### config.mk
export PLATFORM = sky130hd
export DESIGN_NAME = overdrive_voice_scheduler_flat
export DESIGN_NICKNAME = d
export VERILOG_FILES = /design/src/rtl/overdrive_voice_scheduler_pkg.sv /design/src/rtl/overdrive_voice_scheduler_if.sv /design/src/rtl/overdrive_voice_scheduler_od_gain_divider.sv /design/src/rtl/overdrive_voice_scheduler.sv /design/src/flat_wrapper.sv
export SDC_FILE = /design/constraint.sdc
export NUM_CORES = 2
export LEC_CHECK = 0
export BUFFER_PORTS_ARGS = -buffer_cell sky130_fd_sc_hd__buf_2
export CAP_MARGIN = 20
export CORE_AREA = 2 2 198 200
export DETAILED_ROUTE_END_ITERATION = 10
export DIE_AREA = 0 0 200 202
export PLACE_DENSITY = 0.87
export SYNTH_ARGS = -nofsm -noshare
export SYNTH_HDL_FRONTEND = slang
export SYNTH_SLANG_ARGS = --single-unit
### constraint.sdc
create_clock -name clk -period 28.8 [get_ports clk]
set_input_delay 0 -clock clk [delete_from_list [all_inputs] [get_ports clk]]
set_output_delay 0 -clock clk [all_outputs]
set_load 0.05 [all_outputs]
### src/rtl/overdrive_voice_scheduler_pkg.sv
// Shared types and constants for the overdrive voice scheduler slice.
package overdrive_pkg;

    localparam int unsigned DATA_W_DEF     = 31;
    localparam int unsigned NUM_VOICES_DEF = 4;

    typedef enum logic {
        ST_SERVE  = 1'b0,
        ST_DIVIDE = 1'b1
    } state_t;

    typedef logic [$clog2(NUM_VOICES_DEF)-1:0] voice_t;

    localparam logic [DATA_W_DEF-1:0] GAIN_UNITY = DATA_W_DEF'(1);

endpackage

### src/rtl/overdrive_voice_scheduler_if.sv
// Voice request / shaped-result bus between the voices and the shared overdrive datapath.
interface overdrive_voice_scheduler_if #(
    parameter int unsigned NUM_VOICES = 4,
    parameter int unsigned DATA_W     = 31
) ();

    logic [NUM_VOICES-1:0]         req_valid;
    logic [NUM_VOICES*DATA_W-1:0]  req_amplitude;
    logic [NUM_VOICES-1:0]         req_ready;
    logic                          out_valid;
    logic [$clog2(NUM_VOICES)-1:0] out_voice;
    logic [DATA_W-1:0]             out_amplitude;

    modport master (
        output req_valid, req_amplitude,
        input  req_ready, out_valid, out_voice, out_amplitude
    );

    modport slave (
        input  req_valid, req_amplitude,
        output req_ready, out_valid, out_voice, out_amplitude
    );

endinterface

### src/rtl/overdrive_voice_scheduler_od_gain_divider.sv
// Restoring divider: one quotient bit per cycle, DATA_W cycles; start while busy restarts it.
module od_gain_divider
    import overdrive_pkg::*;
#(
    parameter int unsigned DATA_W = DATA_W_DEF
) (
    input  logic              clk,
    input  logic              rst_n,
    input  logic              start,
    input  logic [DATA_W-1:0] dividend,
    input  logic [DATA_W-1:0] divisor,
    output logic              busy,
    output logic              last,
    output logic [DATA_W-1:0] quotient
);

    localparam int unsigned CW = $clog2(DATA_W + 1);

    logic [CW-1:0]     count;
    logic [DATA_W-1:0] rem;
    logic [DATA_W-1:0] quo;
    logic [DATA_W-1:0] dvs;
    logic [DATA_W:0]   rem_shift;
    logic [DATA_W:0]   rem_sub;
    logic              fits;

    // quo starts as the dividend and is shifted out MSB-first while quotient bits shift in
    always_comb begin
        rem_shift = {rem, quo[DATA_W-1]};
        rem_sub   = rem_shift - {1'b0, dvs};
        fits      = (rem_shift >= {1'b0, dvs});
    end

    always_ff @(posedge clk or negedge rst_n) begin
        if (!rst_n) begin
            count <= '0;
            rem   <= '0;
            quo   <= '0;
            dvs   <= '0;
        end else if (start) begin
            count <= CW'(DATA_W);
            rem   <= '0;
            quo   <= dividend;
            dvs   <= divisor;
        end else if (count != '0) begin
            count <= count - 1'b1;
            if (fits) begin
                rem <= rem_sub[DATA_W-1:0];
                quo <= {quo[DATA_W-2:0], 1'b1};
            end else begin
                rem <= rem_shift[DATA_W-1:0];
                quo <= {quo[DATA_W-2:0], 1'b0};
            end
        end
    end

    always_comb begin
        busy     = (count != '0);
        last     = (count == CW'(1));
        quotient = quo;
    end

endmodule

### src/rtl/overdrive_voice_scheduler.sv
// Round-robin sharing of one clip-and-gain overdrive datapath among NUM_VOICES voices.
// Define OVERDRIVE_SAT_EN to saturate the product instead of wrapping it.
module overdrive_voice_scheduler
    import overdrive_pkg::*;
#(
    parameter int unsigned NUM_VOICES = NUM_VOICES_DEF,
    parameter int unsigned DATA_W     = DATA_W_DEF
) (
    input  logic                     clk,
    input  logic                     reset,
    input  logic                     cfg_load,
    input  logic                     activate,
    input  logic                     overdrive,
    input  logic [DATA_W-1:0]        threshold,
    input  logic [DATA_W-1:0]        max_amplitude,
    output logic                     cfg_busy,
    overdrive_voice_scheduler_if.slave bus
);

    localparam int unsigned      VW    = $clog2(NUM_VOICES);
    localparam logic [DATA_W-1:0] UNITY = DATA_W'(GAIN_UNITY);

    state_t            state, state_next;
    logic              act_q;
    logic [DATA_W-1:0] thr_q;
    logic              use_div_q;
    logic              divide_req;
    logic              grant_en;
    logic              div_busy;
    logic              div_last;
    logic [DATA_W-1:0] div_quotient;
    logic [DATA_W-1:0] gain;

    logic [VW-1:0]     ptr;
    logic [VW-1:0]     sel;
    logic              found;
    logic              xfer;
    logic [DATA_W-1:0] amp;
    logic [DATA_W-1:0] clip;
    logic [DATA_W-1:0] shaped;
    logic [DATA_W-1:0] result;

    assign divide_req = overdrive && (threshold != '0);

    od_gain_divider #(.DATA_W(DATA_W)) u_div (
        .clk      (clk),
        .rst_n    (reset),
        .start    (cfg_load && divide_req),
        .dividend (max_amplitude),
        .divisor  (threshold),
        .busy     (div_busy),
        .last     (div_last),
        .quotient (div_quotient)
    );

    always_ff @(posedge clk or negedge reset) begin
        if (!reset) state <= ST_SERVE;
        else        state <= state_next;
    end

    always_comb begin
        state_next = state;
        if (cfg_load)                                      state_next = divide_req ? ST_DIVIDE : ST_SERVE;
        else if (state == ST_DIVIDE && div_busy && div_last) state_next = ST_SERVE;
    end

    always_comb begin
        cfg_busy = (state == ST_DIVIDE);
        grant_en = (state == ST_SERVE) && !cfg_load;
    end

    // The divider's quotient register holds the gain once it finishes; it is only read in SERVE
    always_ff @(posedge clk or negedge reset) begin
        if (!reset) begin
            act_q     <= 1'b0;
            thr_q     <= '0;
            use_div_q <= 1'b0;
        end else if (cfg_load) begin
            act_q     <= activate;
            thr_q     <= threshold;
            use_div_q <= divide_req;
        end
    end

    assign gain = use_div_q ? div_quotient : UNITY;

    always_comb begin
        int unsigned j;
        sel   = '0;
        found = 1'b0;
        for (int unsigned i = 0; i < NUM_VOICES; i++) begin
            j = int'(ptr) + i;
            if (j >= NUM_VOICES) j = j - NUM_VOICES;
            if (!found && bus.req_valid[VW'(j)]) begin
                found = 1'b1;
                sel   = VW'(j);
            end
        end
    end

    always_comb begin
        bus.req_ready = '0;
        if (grant_en && found) bus.req_ready[sel] = 1'b1;
        xfer = grant_en && found;
    end

    always_comb begin
        amp  = bus.req_amplitude[int'(sel)*DATA_W +: DATA_W];
        clip = (amp > thr_q) ? thr_q : amp;
`ifdef OVERDRIVE_SAT_EN
        begin
            logic [2*DATA_W-1:0] prod;
            prod   = {{DATA_W{1'b0}}, clip} * {{DATA_W{1'b0}}, gain};
            shaped = (prod[2*DATA_W-1:DATA_W] != '0) ? '1 : prod[DATA_W-1:0];
        end
`else
        shaped = DATA_W'(clip * gain);
`endif
        result = act_q ? shaped : amp;
    end

    always_ff @(posedge clk or negedge reset) begin
        if (!reset) begin
            ptr               <= '0;
            bus.out_valid     <= 1'b0;
            bus.out_voice     <= '0;
            bus.out_amplitude <= '0;
        end else begin
            bus.out_valid <= xfer;
            if (xfer) begin
                ptr               <= (sel == VW'(NUM_VOICES - 1)) ? '0 : sel + 1'b1;
                bus.out_voice     <= sel;
                bus.out_amplitude <= result;
            end
        end
    end

endmodule

### src/flat_wrapper.sv
// flat-port wrapper written by rule: the top's interface ports become plain ports
module overdrive_voice_scheduler_flat import overdrive_pkg::*;
#(
    parameter int unsigned NUM_VOICES = NUM_VOICES_DEF,
    parameter int unsigned DATA_W     = DATA_W_DEF
)
  (clk, reset, cfg_load, activate, overdrive, threshold, max_amplitude, cfg_busy, bus_req_valid, bus_req_amplitude, bus_req_ready, bus_out_valid, bus_out_voice, bus_out_amplitude);
  overdrive_voice_scheduler_if #(.NUM_VOICES(NUM_VOICES), .DATA_W(DATA_W)) bus_i ();
  input  logic clk;
  input  logic reset;
  input  logic cfg_load;
  input  logic activate;
  input  logic overdrive;
  input  logic [DATA_W-1:0] threshold;
  input  logic [DATA_W-1:0] max_amplitude;
  output logic cfg_busy;
  input wire logic [$bits(bus_i.req_valid)-1:0] bus_req_valid;
  input wire logic [$bits(bus_i.req_amplitude)-1:0] bus_req_amplitude;
  output wire logic [$bits(bus_i.req_ready)-1:0] bus_req_ready;
  output wire logic [$bits(bus_i.out_valid)-1:0] bus_out_valid;
  output wire logic [$bits(bus_i.out_voice)-1:0] bus_out_voice;
  output wire logic [$bits(bus_i.out_amplitude)-1:0] bus_out_amplitude;
  assign bus_i.req_valid = bus_req_valid;
  assign bus_i.req_amplitude = bus_req_amplitude;
  assign bus_req_ready = bus_i.req_ready;
  assign bus_out_valid = bus_i.out_valid;
  assign bus_out_voice = bus_i.out_voice;
  assign bus_out_amplitude = bus_i.out_amplitude;
  overdrive_voice_scheduler #(.NUM_VOICES(NUM_VOICES), .DATA_W(DATA_W)) u_core (.clk(clk), .reset(reset), .cfg_load(cfg_load), .activate(activate), .overdrive(overdrive), .threshold(threshold), .max_amplitude(max_amplitude), .cfg_busy(cfg_busy), .bus(bus_i));
endmodule
After elaboration in Yosys (flattened, before gate mapping)
Index checks and enable logic that the tools add are counted.

$add $sub $neg: 10. Multipliers: 2. Order comparisons: 12. Equality and inequality tests: 2. Shifts and indexed selects: 1. Muxes and demuxes: 38. Bitwise gates (word level): 1. Reductions and logical operators: 18.

Operators by type and width (number): $mux W31 (8); $shiftx A124 B8 Y31 (1); $ge A32 B31 Y1 (1); $gt A31 B31 Y1 (1); $mul A31 B31 Y31 (1); $reduce_bool A31 Y1 (1); $sub A31 B31 Y31 (1); $mux W2 (9); $lt A2 B3 Y1 const B (5); $mux W1 (13); $logic_and A1 B1 Y1 (10); $mux W5 (2); $ge A3 B3 Y1 const B (3); $bmux W1 S2 (4); $sub A2 B1 Y2 const B (4); $mul A2 B5 Y7 const B (1); $add A2 B2 Y3 const B (2); $eq A5 B1 Y1 const B (1); $reduce_bool A5 Y1 (1); $sub A5 B1 Y5 const B (1); $logic_not A1 Y1 (4); $mux W4 (1); $reduce_bool A2 Y1 (2); $add A2 B1 Y3 const B (1); other kinds (6) (6).

Register bits after elaboration: 168. Bits of input ports: 195. Output and inout port bits: 39. Word-level logic and storage cells: 96.

Logic depth before layout (Yosys ltp)
Word-level depth: 20. Depth in mapped cells: 52. Gate-level depth less buffers: 44.

Hierarchy
Synthesis repeated with hierarchy kept, for this count alone.

Cells, all modules: 2918. Area, all modules: 25602.1 um^2.

Modules (own cells, without submodules): overdrive_voice_scheduler (times used 1, cells each 2229, area each 19489.9 um^2, sequential area each 1751.7 um^2); od_gain_divider (times used 1, cells each 689, area each 6112.1 um^2, sequential area each 2452.4 um^2).

Least setup slack after synthesis
Ideal clock, no wire load.

Path kind: reg2reg. Start point: register u_core.ptr[1]. End point: register u_core.bus.out_amplitude[27]. Setup time: 0.134 ns. Arrival time: 11.683 ns. Data required time: 28.666 ns. Path slack: 16.982 ns. Cell stages (with the launch flop): 49. Path buffers: 10. Period minus slack after synthesis: 11.818 ns. Path through: dfrtp_1 mux2_1 o221a_4 clkinv_2 buf_6 buf_4 buf_4 buf_4 nand2_1 and3_1 a31oi_1 ha_1 o211a_1 o31ai_1 a221oi_1 o311ai_1 and3_1 buf_6 (+13 left out) fa_1 ha_1 ha_1 fa_1 fa_1 ha_1 a21o_1 a21oi_1 o21ai_0 a21o_1 a2111oi_0 nor3_1 a311o_1 a221oi_1 a21oi_1 xor2_1 mux2i_1 a21oi_1.

Word-level cells in the longest chain between the ends: 20. Elaborated cells between the ends (all ways): 44.

RTL lines: from (decl) (RTL line overdrive_voice_scheduler.sv:34) `logic [VW-1:0] ptr;`; from (signal assigned) (RTL line overdrive_voice_scheduler.sv:131) `ptr <= (sel == VW'(NUM_VOICES - 1)) ? '0 : sel + 1'b1;`; branches (longest 20 deep; another with $add A2 B1 Y3); to (signal assigned) (RTL line overdrive_voice_scheduler.sv:133) `bus.out_amplitude <= result;`; to (decl) (RTL line overdrive_voice_scheduler_if.sv:21) `output req_ready, out_valid, out_voice, out_amplitude`.

Several ways; the timed one is not identified. The select of a mux whose other input is x is not followed. A chain may end at the register's enable or synchronous reset.

Worst setup path in the final report
Same ends and word-level chain as after synthesis.

==> summary.txt <==
=================================================================================
Portion of synthesized cell area occupied by the leading cell type          0.302
Clock Pin Slew Worst Setup and Hold Paths                                 0.08 ns
Number of nets in the synthesized netlist                                   3,723
Combined global-route utilization of all metal layers                       0.445
GP Congestion                                                                1.03
Final hold violation count                                                      0
Cell Count Post-Placement                                                   3,604
Cell type with the highest aggregate area in the netlist                     fa_1
Share of synthesized registers carrying an async set or reset                1.00
Number of cells in the finished layout apart from fillers                   3,701
Unrepaired setup endpoints after global routing                             false
Pin count of the biggest net entering global routing                           95
Worst Setup End Kind                                                    flip-flop
Final critical path time including I/O delays and setup                  13.53 ns
Global-route wire length before repair                                     133 mm
Initial core utilization                                                    0.660
Top cell by count, worst path                                                fa_1
Max Cap Viol                                                                    0
Endpoints failing setup                                                         0
Total of fill cells in the finished design                                  2,838
WL/cell                                                                   23.5 um
Vias post-DR                                                               22,815
Longest individual stage delay on the worst path                          1.06 ns
Vert. Die Dim                                                              202 um
Violation count after the first detailed-routing iteration                  2,491
Grt peak-use layer                                                           met2
Most frequently used cell type in the post-synthesis netlist              nand2_1
Largest fanout on the critical path                                            61
Global-route met1 utilization                                               0.561
Summed instance area of the synthesized netlist                        25,300 um2
Number of flops mapped to enable cells by yosys                                 0
Avg Vias per Cell                                                            6.16
Cells after synthesis                                                       2,959
Via count of the first global-routing pass                                 23,889
Final total negative setup slack                                             0 ns
Core box area                                                          38,300 um2
Signal arrival time at the worst endpoint                                13.85 ns
Transition time of the tightest slew-check pin                            1.19 ns
Count of antenna-violating nets left after detailed routing                     0
Grt total ovfl                                                                  0
GR Util met2                                                                0.697
Antenna Diode Count                                                             0
Io pins                                                                       234
Resize count post-CTS                                                           0
Count of final max-slew check failures                                          0
Storage cell area                                                        4210 um2
Port Buffers                                                                  233
Max-slew headroom                                                           0.188
CTS sink count                                                                168
Final WL                                                                  87.1 mm
Sequential fraction of the synthesis area                                   0.166
Met3 Resource Use GR                                                       0.0968
Clock tree root driver cell                                             clkbuf_16
Final setup skew                                                        0.0162 ns
Post-synthesis cell type count                                                 79
Number of clock buffers inserted by TritonCTS                                  17
Area used by multi-input combinational logic                           19,000 um2
Detail Placement HPWL                                                     68.1 mm
Horizontal die dimension                                                   200 um
Share of the cycle needed by the critical path after routing                0.470
Number of rows created at floorplan                                            72
Crit path kind                                                         reg -> reg
Area of the die                                                        40,400 um2
YS warnings                                                                     0
Latest clock arrival within the worst-skew pair                           0.47 ns
Layout cell share with drive strength beyond 1                              0.112
Worst hold path class                                                 in -> async
DRC viols                                                                       0
Critical path launch point type                                         flip-flop
Final-stage net count                                                       3,934
Synth Register Bits                                                           168
Data required, critical path                                             29.12 ns
Top achievable clock speed                                               73.9 MHz
Area growth from synthesis to layout                                        11.1%
Deepest clock path buffer count                                                 2
Most area-consuming cells after synthesis                            fa_1 30%, dfrtp_1 17%, ha_1 9.3%
Prevailing post-synth register cell                                       dfrtp_1
Total iterations of the first detailed-routing run                              6
Slowest cell on crit path                                                 mux2i_2
List of most frequent post-synthesis cells                           530 x nand2_1, 395 x inv_1, 381 x fa_1, 330 x nor2_1, 188 x ha_1
Run status                                                           complete, no violations
Clock tree from TritonCTS                                                     yes
Initial antenna violation count                                                 2
Mapped Avg Cell Area                                                     8.54 um2
Depth of the CTS H-tree                                                         4
=================================================================================
layer usage:
metal  routed length, um  part of all wire
met4                6520             0.075
met3                9260              0.11
met5                   0                 0
met1               31100              0.36
met2               40300              0.46
worst max-delay path, delay by kind of cell, from the launching register on:
| family | cells | cell delay, ns |
|---|---|---|
| AO/OA/AOI/OAI | 12 | 3.56 |
| XOR/XNOR | 1 | 0.17 |
| adder cells (fa/ha/maj) | 10 | 3.95 |
| buffers and inverters | 4 | 1.26 |
| flip-flops | 1 | 0.43 |
| multiplexers | 4 | 2.01 |
| AND/OR/NAND/NOR | 6 | 1.93 |
logic make-up after synthesis:
logic type / share of synthesized area
AND/OR/NAND/NOR: 0.177
adder cells (fa/ha/maj): 0.395
buffers and inverters: 0.0831
AO/OA/AOI/OAI: 0.103
flip-flops: 0.166
XOR/XNOR: 0.0375
multiplexers: 0.0377
cell usage in the layout, fill, tap and decap left out, drive strengths merged, types with 8 or more instances in the layout:
master and count:
a21o 25, a21oi 115, a31oi 60, and2 34, and3 35, buf 272
clkbuf 18, dfrtp 168, dlygate4sd3 64, fa 381, ha 188, inv 403
mux2 28, mux2i 63, nand2 530, nand2b 14, nand3 51, nand4 16
nor2 332, nor3 14, nor4 12, o211ai 8, o21a 8, o21ai 154
o21bai 8, xnor2 70, xor2 25
metrics by stage:
stage               hold WS [ns]   util  worst slack (ns)  instance area (um2)
finish                    0.0154  0.734             15.27                28100
global route              0.0683  0.734             14.59                28100
CTS                       0.0324  0.733             15.53                28100
detailed placement       -0.0505  0.701             15.55                26800
global placement         -0.0519  0.700             15.88                26800
floorplan                 -0.296      -             16.98                25300
cell type report:
type / instances / share of cell area
multi-input cells: 2250 / 0.677
flip-flops and latches: 168 / 0.150
inverters: 397 / 0.0531
clock inverters: 14 / 0.00628
clock buffers: 18 / 0.0153
well taps: 518 / 0.0231
repair buffers: 336 / 0.0758
state kept, by name, indices dropped and copies added (netlist names):
| register | flops |
|---|---|
| u_core.cfg_busy | 1 |
| u_core.u_div.dvs | 31 |
| u_core.act_q | 1 |
| u_core.u_div.count | 5 |
| u_core.bus.out_voice | 2 |
| u_core.bus.out_valid | 1 |
| u_core.bus.out_amplitude | 31 |
| u_core.u_div.rem | 31 |
| u_core.thr_q | 31 |
| u_core.ptr | 2 |
| u_core.u_div.quotient | 31 |
| u_core.use_div_q | 1 |
worst paths after layout:
| path | end | slack [ns] | cells after the start | startpoint |
|---|---|---|---|---|
| worst min register to register | u_core.bus.out_amplitude[17]$_DFFE_PN0P_ | 0.48 | 2 | u_core.bus.out_amplitude[17]$_DFFE_PN0P_ |
| max in group asynchronous | u_core.use_div_q$_DFFE_PN0P_ | 26.66 | 4 | reset |
| worst min-delay path | u_core.bus.out_voice[0]$_DFFE_PN0P_ | 0.02 | 2 | reset |
| min in group clk | u_core.bus.out_amplitude[24]$_DFFE_PN0P_ | 0.09 | 5 | bus_req_amplitude[55] |
| worst max-delay path | u_core.bus.out_amplitude[27]$_DFFE_PN0P_ | 15.27 | 37 | u_core.ptr[1]$_DFFE_PN0P_ |
| worst max register to register | u_core.bus.out_amplitude[27]$_DFFE_PN0P_ | 15.27 | 37 | u_core.ptr[1]$_DFFE_PN0P_ |
repair_timing:
item / 4_1_cts / 5_1_grt
hold buffers: 64 / 0
endpoints found under the setup margin: 0 / 0
buffers inserted: 0 / 0
endpoints found under the hold margin: 138 / 0
Power is not shown: default switching activity piles up to over one toggle a cycle in this logic, so the estimate is an artifact.
